--- config.mk ---
export PLATFORM = sky130hd
export DESIGN_NAME = ymat_row_fetch
export DESIGN_NICKNAME = d
export VERILOG_FILES = /design/src/rtl/ymat_row_fetch.sv
export SDC_FILE = /design/constraint.sdc
export NUM_CORES = 1
export LEC_CHECK = 0
export CAP_MARGIN = 30
export CELL_PAD_IN_SITES_DETAIL_PLACEMENT = 0
export CELL_PAD_IN_SITES_GLOBAL_PLACEMENT = 1
export CORE_MARGIN = 2
export CORE_UTILIZATION = 41
export CTS_CLUSTER_DIAMETER = 40
export DETAILED_ROUTE_END_ITERATION = 8
export PLACE_DENSITY_LB_ADDON = 0.25
export SYNTH_ARGS = -nofsm -noshare
export SYNTH_HDL_FRONTEND = slang
export SYNTH_SLANG_ARGS = --single-unit
--- constraint.sdc ---
create_clock -name clock -period 5.4 [get_ports clock]
set_input_delay 1.08 -clock clock [delete_from_list [all_inputs] [get_ports clock]]
set_output_delay 1.08 -clock clock [all_outputs]
set_load 0.05 [all_outputs]
--- src/rtl/ymat_row_fetch.sv ---
// Y-matrix row fetch: turns a (row, col, len) element request into a burst of
// SRAM word addresses with a start lane and a last-word marker.
module ymat_row_fetch #(
  parameter int ROW_W      = 8,
  parameter int IDX_W      = 16,
  parameter int LEN_W      = 8,
  parameter int ADDR_W     = 11,
  parameter int ELEM_SHIFT = 4,
  parameter int ROW_WORDS  = 64,
  parameter int DEPTH      = 2048
) (
  input  logic                  clock,
  input  logic                  reset,
  input  logic                  yRF_req_valid,
  output logic                  yRF_req_ready,
  input  logic [ROW_W-1:0]      yRF_req_row,
  input  logic [IDX_W-1:0]      yRF_req_col,
  input  logic [LEN_W-1:0]      yRF_req_len,
  output logic                  yRF_addr_valid,
  input  logic                  yRF_addr_ready,
  output logic [ADDR_W-1:0]     yRF_addr,
  output logic [ELEM_SHIFT-1:0] yRF_addr_lane,
  output logic                  yRF_addr_last,
  output logic                  yRF_done,
  output logic                  yRF_err,
  output logic [1:0]            yRF_dbg_state
);

  // Handshakes: a transfer happens on a rising edge where valid and ready are
  // both high; a valid side holds its payload unchanged until that edge.

  localparam int BASE_W = ROW_W + $clog2(ROW_WORDS + 1);
  localparam int A_W    = (BASE_W > IDX_W + 1) ? BASE_W : IDX_W + 1;
  localparam int C_W    = ((A_W > ADDR_W) ? A_W : ADDR_W) + 1;

  typedef enum logic [1:0] {
    IDLE  = 2'd0,
    CALC  = 2'd1,
    BURST = 2'd2
  } state_t;

  state_t                state_q;
  logic                  ready_q, valid_q, last_q, done_q, err_q;
  logic [ROW_W-1:0]      row_q;
  logic [IDX_W-1:0]      col_q;
  logic [LEN_W-1:0]      len_q;
  logic [ADDR_W-1:0]     cur_q, end_q;
  logic [ELEM_SHIFT-1:0] lane_q;

  logic [C_W-1:0]    sw_c, ew_c, base_c;
  logic              reject_c;
  logic [ADDR_W-1:0] cur_d, end_d, cur_inc;

  // Wide enough that neither the end index nor base + ew can wrap.
  always_comb begin
    sw_c     = C_W'(col_q >> ELEM_SHIFT);
    ew_c     = C_W'(({1'b0, col_q} + (IDX_W+1)'(len_q) - (IDX_W+1)'(1)) >> ELEM_SHIFT);
    base_c   = C_W'(row_q) * C_W'(ROW_WORDS);
    reject_c = (len_q == '0) || (ew_c >= C_W'(ROW_WORDS)) ||
               ((base_c + ew_c) >= C_W'(DEPTH));
    cur_d    = ADDR_W'(base_c + sw_c);
    end_d    = ADDR_W'(base_c + ew_c);
    cur_inc  = cur_q + ADDR_W'(1);
  end

  always_ff @(posedge clock) begin
    if (!reset) begin
      state_q <= IDLE;
      ready_q <= 1'b1;
      valid_q <= 1'b0;
      last_q  <= 1'b0;
      done_q  <= 1'b0;
      err_q   <= 1'b0;
      row_q   <= '0;
      col_q   <= '0;
      len_q   <= '0;
      cur_q   <= '0;
      end_q   <= '0;
      lane_q  <= '0;
    end else begin
      done_q <= 1'b0;
      err_q  <= 1'b0;
      case (state_q)
        IDLE: begin
          if (yRF_req_valid) begin
            row_q   <= yRF_req_row;
            col_q   <= yRF_req_col;
            len_q   <= yRF_req_len;
            ready_q <= 1'b0;
            state_q <= CALC;
          end
        end
        CALC: begin
          if (reject_c) begin
            err_q   <= 1'b1;
            ready_q <= 1'b1;
            state_q <= IDLE;
          end else begin
            cur_q   <= cur_d;
            end_q   <= end_d;
            lane_q  <= col_q[ELEM_SHIFT-1:0];
            last_q  <= (cur_d == end_d);
            valid_q <= 1'b1;
            state_q <= BURST;
          end
        end
        BURST: begin
          if (yRF_addr_ready) begin
            lane_q <= '0;
            if (last_q) begin
              valid_q <= 1'b0;
              last_q  <= 1'b0;
              done_q  <= 1'b1;
              ready_q <= 1'b1;
              state_q <= IDLE;
            end else begin
              cur_q  <= cur_inc;
              last_q <= (cur_inc == end_q);
            end
          end
        end
        default: begin
          state_q <= IDLE;
          ready_q <= 1'b1;
          valid_q <= 1'b0;
        end
      endcase
    end
  end

  assign yRF_req_ready  = ready_q;
  assign yRF_addr_valid = valid_q;
  assign yRF_addr       = cur_q;
  assign yRF_addr_lane  = lane_q;
  assign yRF_addr_last  = last_q;
  assign yRF_done       = done_q;
  assign yRF_err        = err_q;
  assign yRF_dbg_state  = state_q;

endmodule

==> impl_results.md, run 1 <==
* Status: finished, final reports clean
* Vias in the first global route at 3598
* Final setup TNS at 0 ps
* Final hold viol count at 0
* CP max FO at 16
* Avg Vias per Cell at 5.230
* Post-route setup slack at 301.2 ps
* DRT Wirelength at 10970 um
* Post-Layout Cell Count at 758
* Std cell rows at 37
* Min Clock Period, post-route at 5099 ps
* Final antenna-violating net count at 0
* Top Ports at 58
* Synthesized area at 0.004300 mm2
* Die W at 106.4 um
* Sequential cell area at 0.001301 mm2
* First-pass GRT wire length at 17970 um
* Largest net degree at the start of global routing at 41
* CTS clk-pin slew, worst paths at 80 ps
* Worst Skew at 13.49 ps
* CTS tree: yes
* Layout cells sized above 1 at 5.627%
* Starting Density at 42.03%
* Peak supply drop at 133.1 uV
* Via count at 3964
* Flops & latches, synth at 65
* Grt total ovfl at 0
* Layout area overhead at 21.30%
* CP Buf/Inv Count at 3
* Crit-path slowest cell: or4_4
* Final setup vio count at 0
* Min-Delay Path Class: flip-flop to flip-flop
* Unrepaired setup endpoints after global routing: false
* Tcrit/Tclk final at 94.42%
* Final hold slack at 459.5 ps
* Most frequent cells in the layout: nand2_1 (116), a21oi_1 (69), dfxtp_1 (65), clkdlybuf4s50_1 (57), inv_1 (47)
* Syn_area_per_cell at 7.584 um2
* Placed Area at 0.005001 mm2
* CP max stage delay at 570 ps
* # DRC at 0
* Ys flop type: dfxtp_1
* Required @ worst endpoint at 5640 ps
* Initial antenna violation count at 0
* PwrDens at 272.1 mW/mm2
* Worst setup path class: flip-flop to flip-flop
* Fmax at 0.1961 GHz
* Max cap viols at 0
* Worst setup SP type: flip-flop
* Core Footprint at 0.01023 mm2
* Sequential-to-total area share from yosys stat at 30.26%
* Fill count at 1010
* Finished Cell Area at 0.005216 mm2
* Area of the multi-input gates at 0.002721 mm2
* DIE HEIGHT at 106.4 um
* Asr flop ratio synth at 0%
* Delay-heaviest family, CP: simple AND/OR/NAND/NOR gates
* Nets at 690
* Post-synth EDFFs at 0
* Synth warnings at 0
* Pleak at 2.040 nW
* Slew Viols, Final at 0
* Synth Instances at 567
* CP arrival at 5340 ps
* Postcts setup bufs at 0
* Worst slew pin tran at 699.2 ps
* DP Cell Count at 741
* Drt first pass iters at 6
* DRT iter0 DRCs at 194
* Root buffer cell: clkbuf_8
* Post-placement setup slack at 286.7 ps
* Port-buffer cells at 57
* Most common cell after layout, fill and taps aside: nand2_1
* ANT cells at 0
* Die Area at 0.01132 mm2
* CTS Buf Count at 9
* H-tree level count at 3
* CTS Sinks at 65
* Avg WL per Cell at 14.47 um
* DP HPWL at 8193 um
* Clk Latency, worst-skew pair at 350 ps
* Mapped Nets at 640
* Synth unique cells at 54
* CP endpoint kind: flip-flop
* Maximum buffer depth of the clock tree at 2
* Routability cong. at 0.9557
* Crit-path cells: inv_1 > ha_1 > inv_1 > ha_1 > a21oi_1 > o21a_1 > o31a_1 > o21ai_0 > xnor2_1 > inv_1 > ha_1 > a211oi_1 > or3b_2 > o221ai_1 > nand4_1 > or3b_2 > or4_4 > and2_1 > o21a_1
* Max_slew headroom at 53.34%
* Total GRT Usage at 19.95%
## cells by family after synthesis
| family | synth area share [%] |
|---|---|
| adders and majority gates | 11.11 |
| muxes | 0.2328 |
| AOI/OAI and AO/OA | 17.75 |
| DFF | 30.26 |
| xor gates and xnor gates | 10.30 |
| buffers and inverters | 6.721 |
| and+or+nand+nor | 23.63 |
## timing repair
action,CTS,global route
endpoints found under the setup margin,0,5
hold buffers,0,0
gates resized for setup,0,2
## layout make-up
type                            instances  area share (%)
Clock buffer                            9           2.375
Clock inverter                          7           1.463
Inverter                               47           3.382
Multi-Input combinational cell        431           52.17
Sequential cell                        65           24.95
Tap cell                              136           3.262
Timing Repair Buffer                   63           12.40
## sequential cells by signal, indices dropped and copies added, names as in the netlist
signal,cells
col_q,16
end_q,11
yRF_addr,11
len_q,8
row_q,8
yRF_addr_lane,4
yRF_dbg_state,2
yRF_addr_last,1
yRF_addr_valid,1
yRF_done,1
yRF_err,1
yRF_req_ready,1
## tightest hold or removal path, cell delays in order (launching register included)
cell and delay (ps):
dfxtp_1 320, nand2_1 50, a21oi_1 50
## synth_stat cells, drive strengths merged (3+ instances only)
library cell    n  area share, %
nand2         117             10
a21oi          69            8.0
dfxtp          65             30
inv            47            4.1
ha             35             10
nor2           32            2.8
xnor2          31            6.3
nand3          18            2.1
clkbuf         17            1.5
xor2           17            3.5
o21ai          15            1.7
nand4          14            2.0
nor4            9            1.5
buf             8            1.1
a21o            7            1.2
nor3            6           0.70
a211oi          5           0.87
o221ai          5            1.0
nand2b          4           0.58
o211ai          4           0.70
o21a            4           0.70
and3            3           0.44
nor2b           3           0.44
## layer usage
| layer | GRT usage [%] | vias up | share of wire (%) |
|---|---|---|---|
| li1 | - | 2041 | - |
| met1 | 27.98 | 1797 | 48 |
| met2 | 31.82 | 119 | 46 |
| met3 | 3.311 | 7 | 5.2 |
| met4 | 5.195 | 0 | 0.83 |
| met5 | 0 | - | 0 |
## per-stage QoR
step / total power, W / utilization, %
6_report: 0.001419 / 50.98
2_1_floorplan: 0.0008722 / -
3_3_place_gp: 0.0009834 / 48.47
3_5_place_dp: 0.0009936 / 48.88
5_1_grt: 0.001509 / 50.98
4_1_cts: 0.001427 / 50.84
## final timing paths
path / startpoint / end / slack, ps / depth (start not counted)
worst min-delay path: col_q[5] / col_q[5] / 460 / 2
worst max-delay path: col_q[4] / end_q[3] / 300 / 19
worst max register to register: col_q[4] / end_q[3] / 300 / 19
worst min register to register: col_q[5] / col_q[5] / 460 / 2
## where the power goes
| part | internal, W | switching (W) | total (W) | leakage (nW) |
|---|---|---|---|---|
| clock | 0.000216 | 0.000215 | 0.000432 | 0.0962 |
| combinational | 0.000209 | 0.000267 | 0.000476 | 1.41 |
| sequential | 0.000495 | 0.0000165 | 0.000511 | 0.529 |
| total | 0.000920 | 0.000499 | 0.00142 | 2.04 |
No activity file was read; power rests on OpenSTA's default activity.
==> run 2, diff against run 1 <==
--- a/config.mk
+++ b/config.mk
@@ -8,10 +8,12 @@
 export CAP_MARGIN = 30
 export CELL_PAD_IN_SITES_DETAIL_PLACEMENT = 0
 export CELL_PAD_IN_SITES_GLOBAL_PLACEMENT = 1
+export CORE_ASPECT_RATIO = 1.75
 export CORE_MARGIN = 2
 export CORE_UTILIZATION = 41
 export CTS_CLUSTER_DIAMETER = 40
 export DETAILED_ROUTE_END_ITERATION = 8
+export GPL_TIMING_DRIVEN = 1
 export PLACE_DENSITY_LB_ADDON = 0.25
 export SYNTH_ARGS = -nofsm -noshare
 export SYNTH_HDL_FRONTEND = slang
==> run 2 against run 1 <==
- clock power grew 27%
- design area grew 0.94%
- via count is essentially flat
- wire length shrank 2.5%
- combinational power shrank 1%
- total power grew 7.9%
- register-to-register slack is essentially flat
- core utilization grew 0.44 points
- largest power group is now clock
- sequential power is essentially flat
- non-clock buffer count shrank 1
==> impl_results.md, run 2 (synthesis gave the netlist of run 1 again) <==
* Finished Cell Area at 0.005265 mm2 (+0.94%)
* Worst setup path class: flip-flop to flip-flop
* CP Buf/Inv Count at 2 (-1)
* # DRC at 0 (unchanged)
* Min-Delay Path Class: flip-flop to flip-flop
* Clk Latency, worst-skew pair at 330 ps (-20 ps)
* Layout area overhead at 22.43%
* CP max FO at 31 (+15)
* Max_slew headroom at 57.24% (+3.9 points)
* Crit-path slowest cell: or4_4
* Avg Vias per Cell at 5.316 (+1.7%)
* Internal Pwr Total at 0.001050 W (+14%)
* DIE HEIGHT at 139.5 um (+31%)
* Most frequent cells in the layout: nand2_1 (116), a21oi_1 (69), dfxtp_1 (65), clkdlybuf4s50_1 (57), inv_1 (46)
* CTS clk-pin slew, worst paths at 50 ps (-30 ps)
* ANT cells at 0 (unchanged)
* Die Area at 0.01136 mm2 (+0.29%)
* Worst setup SP type: flip-flop
* Via count at 3966 (+0.050%)
* Max cap viols at 0 (unchanged)
* Worst Skew at 3.038 ps (-10.46 ps)
* Fill count at 989 (-2.1%)
* Required @ worst endpoint at 5620 ps (-20 ps)
* Worst path depth at 17 (-2)
* Status: finished, final reports clean
* Routability cong. at 0.8372 (-12%)
* Total GRT Usage at 20.14% (+0.19 points)
* Core Footprint at 0.01024 mm2 (about the same)
* Reg-to-reg critical path endpoint: end_q[3]
* Crit-path cells: inv_1 > ha_1 > inv_1 > ha_1 > a21oi_1 > o21ai_0 > a221oi_1 > nand2_1 > xor2_1 > ha_1 > or3b_2 > o221ai_1 > nand4_1 > or3b_2 > or4_4 > and2_1 > o21a_1
* R2R Setup Slk at 310 ps (about the same)
* Maximum buffer depth of the clock tree at 2 (unchanged)
* Peak supply drop at 183.4 uV (+38%)
* Number of flip-flops in the largest register at 16 (unchanged)
* Hold_buf cts at 0 (unchanged)
* Root buffer cell: clkbuf_16
* DP Cell Count at 731 (-1.3%)
* Power share of the combinational group at 30.6% (-3.0 points)
* Delay-heaviest family, CP: simple AND/OR/NAND/NOR gates
* Top Ports at 58 (unchanged)
* Initial antenna violation count at 0 (unchanged)
* Unrepaired setup endpoints after global routing: false
* Vias in the first global route at 3769 (+4.8%)
* DRT Wirelength at 10690 um (-2.5%)
* Fmax at 0.1966 GHz (+0.25%)
* PwrDens at 290.7 mW/mm2 (+6.9%)
* Biggest register: col_q
* P_sw at 0.0004809 W (-3.6%)
* Final hold viol count at 0 (unchanged)
* Drt first pass iters at 5 (-1)
* Sw Share at 31.41% (-3.7 points)
* First-pass GRT wire length at 17950 um (-0.12%)
* Die W at 81.42 um (-23%)
* Sequential share of power at 33.5% (-2.5 points)
* Final setup vio count at 0 (unchanged)
* Starting Density at 42.00% (about the same)
* CP arrival at 5310 ps (-30 ps)
* Final setup TNS at 0 ps (unchanged)
* Pleak at 2.074 nW (+1.7%)
* Most common cell on crit path: ha_1
* Worst slew pin tran at 639.1 ps (-60.09 ps)
* Post-Layout Cell Count at 746 (-1.6%)
* Port-buffer cells at 57 (unchanged)
* Clock share of power at 35.9% (+5.5 points)
* CTS tree: yes
* Worst R2R Start: col_q[6]
* Post-layout util at 51.42% (+0.44 points)
* CTS Sinks at 65 (unchanged)
* CTS Buf Count at 9 (unchanged)
* Layout cells sized above 1 at 5.170% (-0.46 points)
* Std cell rows at 49 (+32%)
* Avg WL per Cell at 14.34 um (-0.95%)
* CP max stage delay at 620 ps (+50 ps)
* DP HPWL at 8250 um (+0.69%)
* Slew Viols, Final at 0 (unchanged)
* Postcts setup bufs at 0 (unchanged)
* Tcrit/Tclk final at 94.19% (-0.24 points)
* DRT iter0 DRCs at 199 (+2.6%)
* CP endpoint kind: flip-flop
* Nets at 688 (-0.29%)
* Grt total ovfl at 0 (unchanged)
* Final antenna-violating net count at 0 (unchanged)
* Largest net degree at the start of global routing at 61 (+49%)
* Most common cell after layout, fill and taps aside: nand2_1
* H-tree level count at 3 (unchanged)
* CP startpoint: col_q[6]
* Final Power at 0.001531 W (+7.9%)
* Crit path capture: end_q[3]
* Worst r2r path cells at 17 (-2)
* Min Clock Period, post-route at 5086 ps (-12.79 ps)
* Placed Area at 0.004975 mm2 (-0.53%)
## run 2: area by class of cell
class | instances | area, um2 | area share, %
Tap cell | 127 | 158.9 | 3.018
Inverter | 47 | 176.4 | 3.351
Sequential cell | 65 | 1301 | 24.71
Clock buffer | 13 | 270.3 | 5.133
Multi-Input combinational cell | 430 | 2718 | 51.62
Timing Repair Buffer | 62 | 628.1 | 11.93
Clock inverter | 2 | 12.51 | 0.2376
## run 2: power groups by stage
stage | Clock [W] | Combinational (W) | Sequential, W
finish | 0.000550 | 0.000469 | 0.000512
detailed placement | 0 | 0.000469 | 0.000522
global route | 0.000584 | 0.000532 | 0.000514
global placement | 0 | 0.000459 | 0.000522
CTS | 0.000564 | 0.000472 | 0.000512
floorplan | 0 | 0.000351 | 0.000521
## run 2: worst min-delay path by stage
| stage | from | endpoint | slack, ps | cells after the start |
|---|---|---|---|---|
| after global placement | col_q[5] | col_q[5] | 450 | 2 |
| after floorplan | col_q[5] | col_q[5] | 440 | 2 |
| after detailed placement | col_q[5] | col_q[5] | 450 | 2 |
| after global routing | end_q[9] | end_q[9] | 470 | 2 |
| after CTS | col_q[5] | col_q[5] | 460 | 2 |
| final | col_q[5] | col_q[5] | 460 | 2 |
## run 2: repair_timing
item / CTS / global route
resized for setup: 0 / 1
setup endpoints to repair: 0 / 6
hold endpoints to repair: 0 / 0
## run 2: metal layers
layer	vias to the layer above	global-route usage, %	routed length, um
li1	2026	-	-
met1	1824	23.03	4274
met2	96	35.85	5777
met3	20	3.178	359
met4	0	8.385	283
met5	-	0	0
## run 2: through the flow
step / setup WS (ps) / hold WS (ps)
finish: 314.0 / 456.5
global route: 23.70 / 474.1
CTS: 284.2 / 459.9
detailed placement: 303.8 / 452.7
global placement: 437.4 / 451.0
floorplan: 856.3 / 436.3
## run 2: tightest hold or removal path, cell delays in order, from the launching register on
cell and delay (ps):
dfxtp_1 310, nand2_1 50, a21oi_1 50
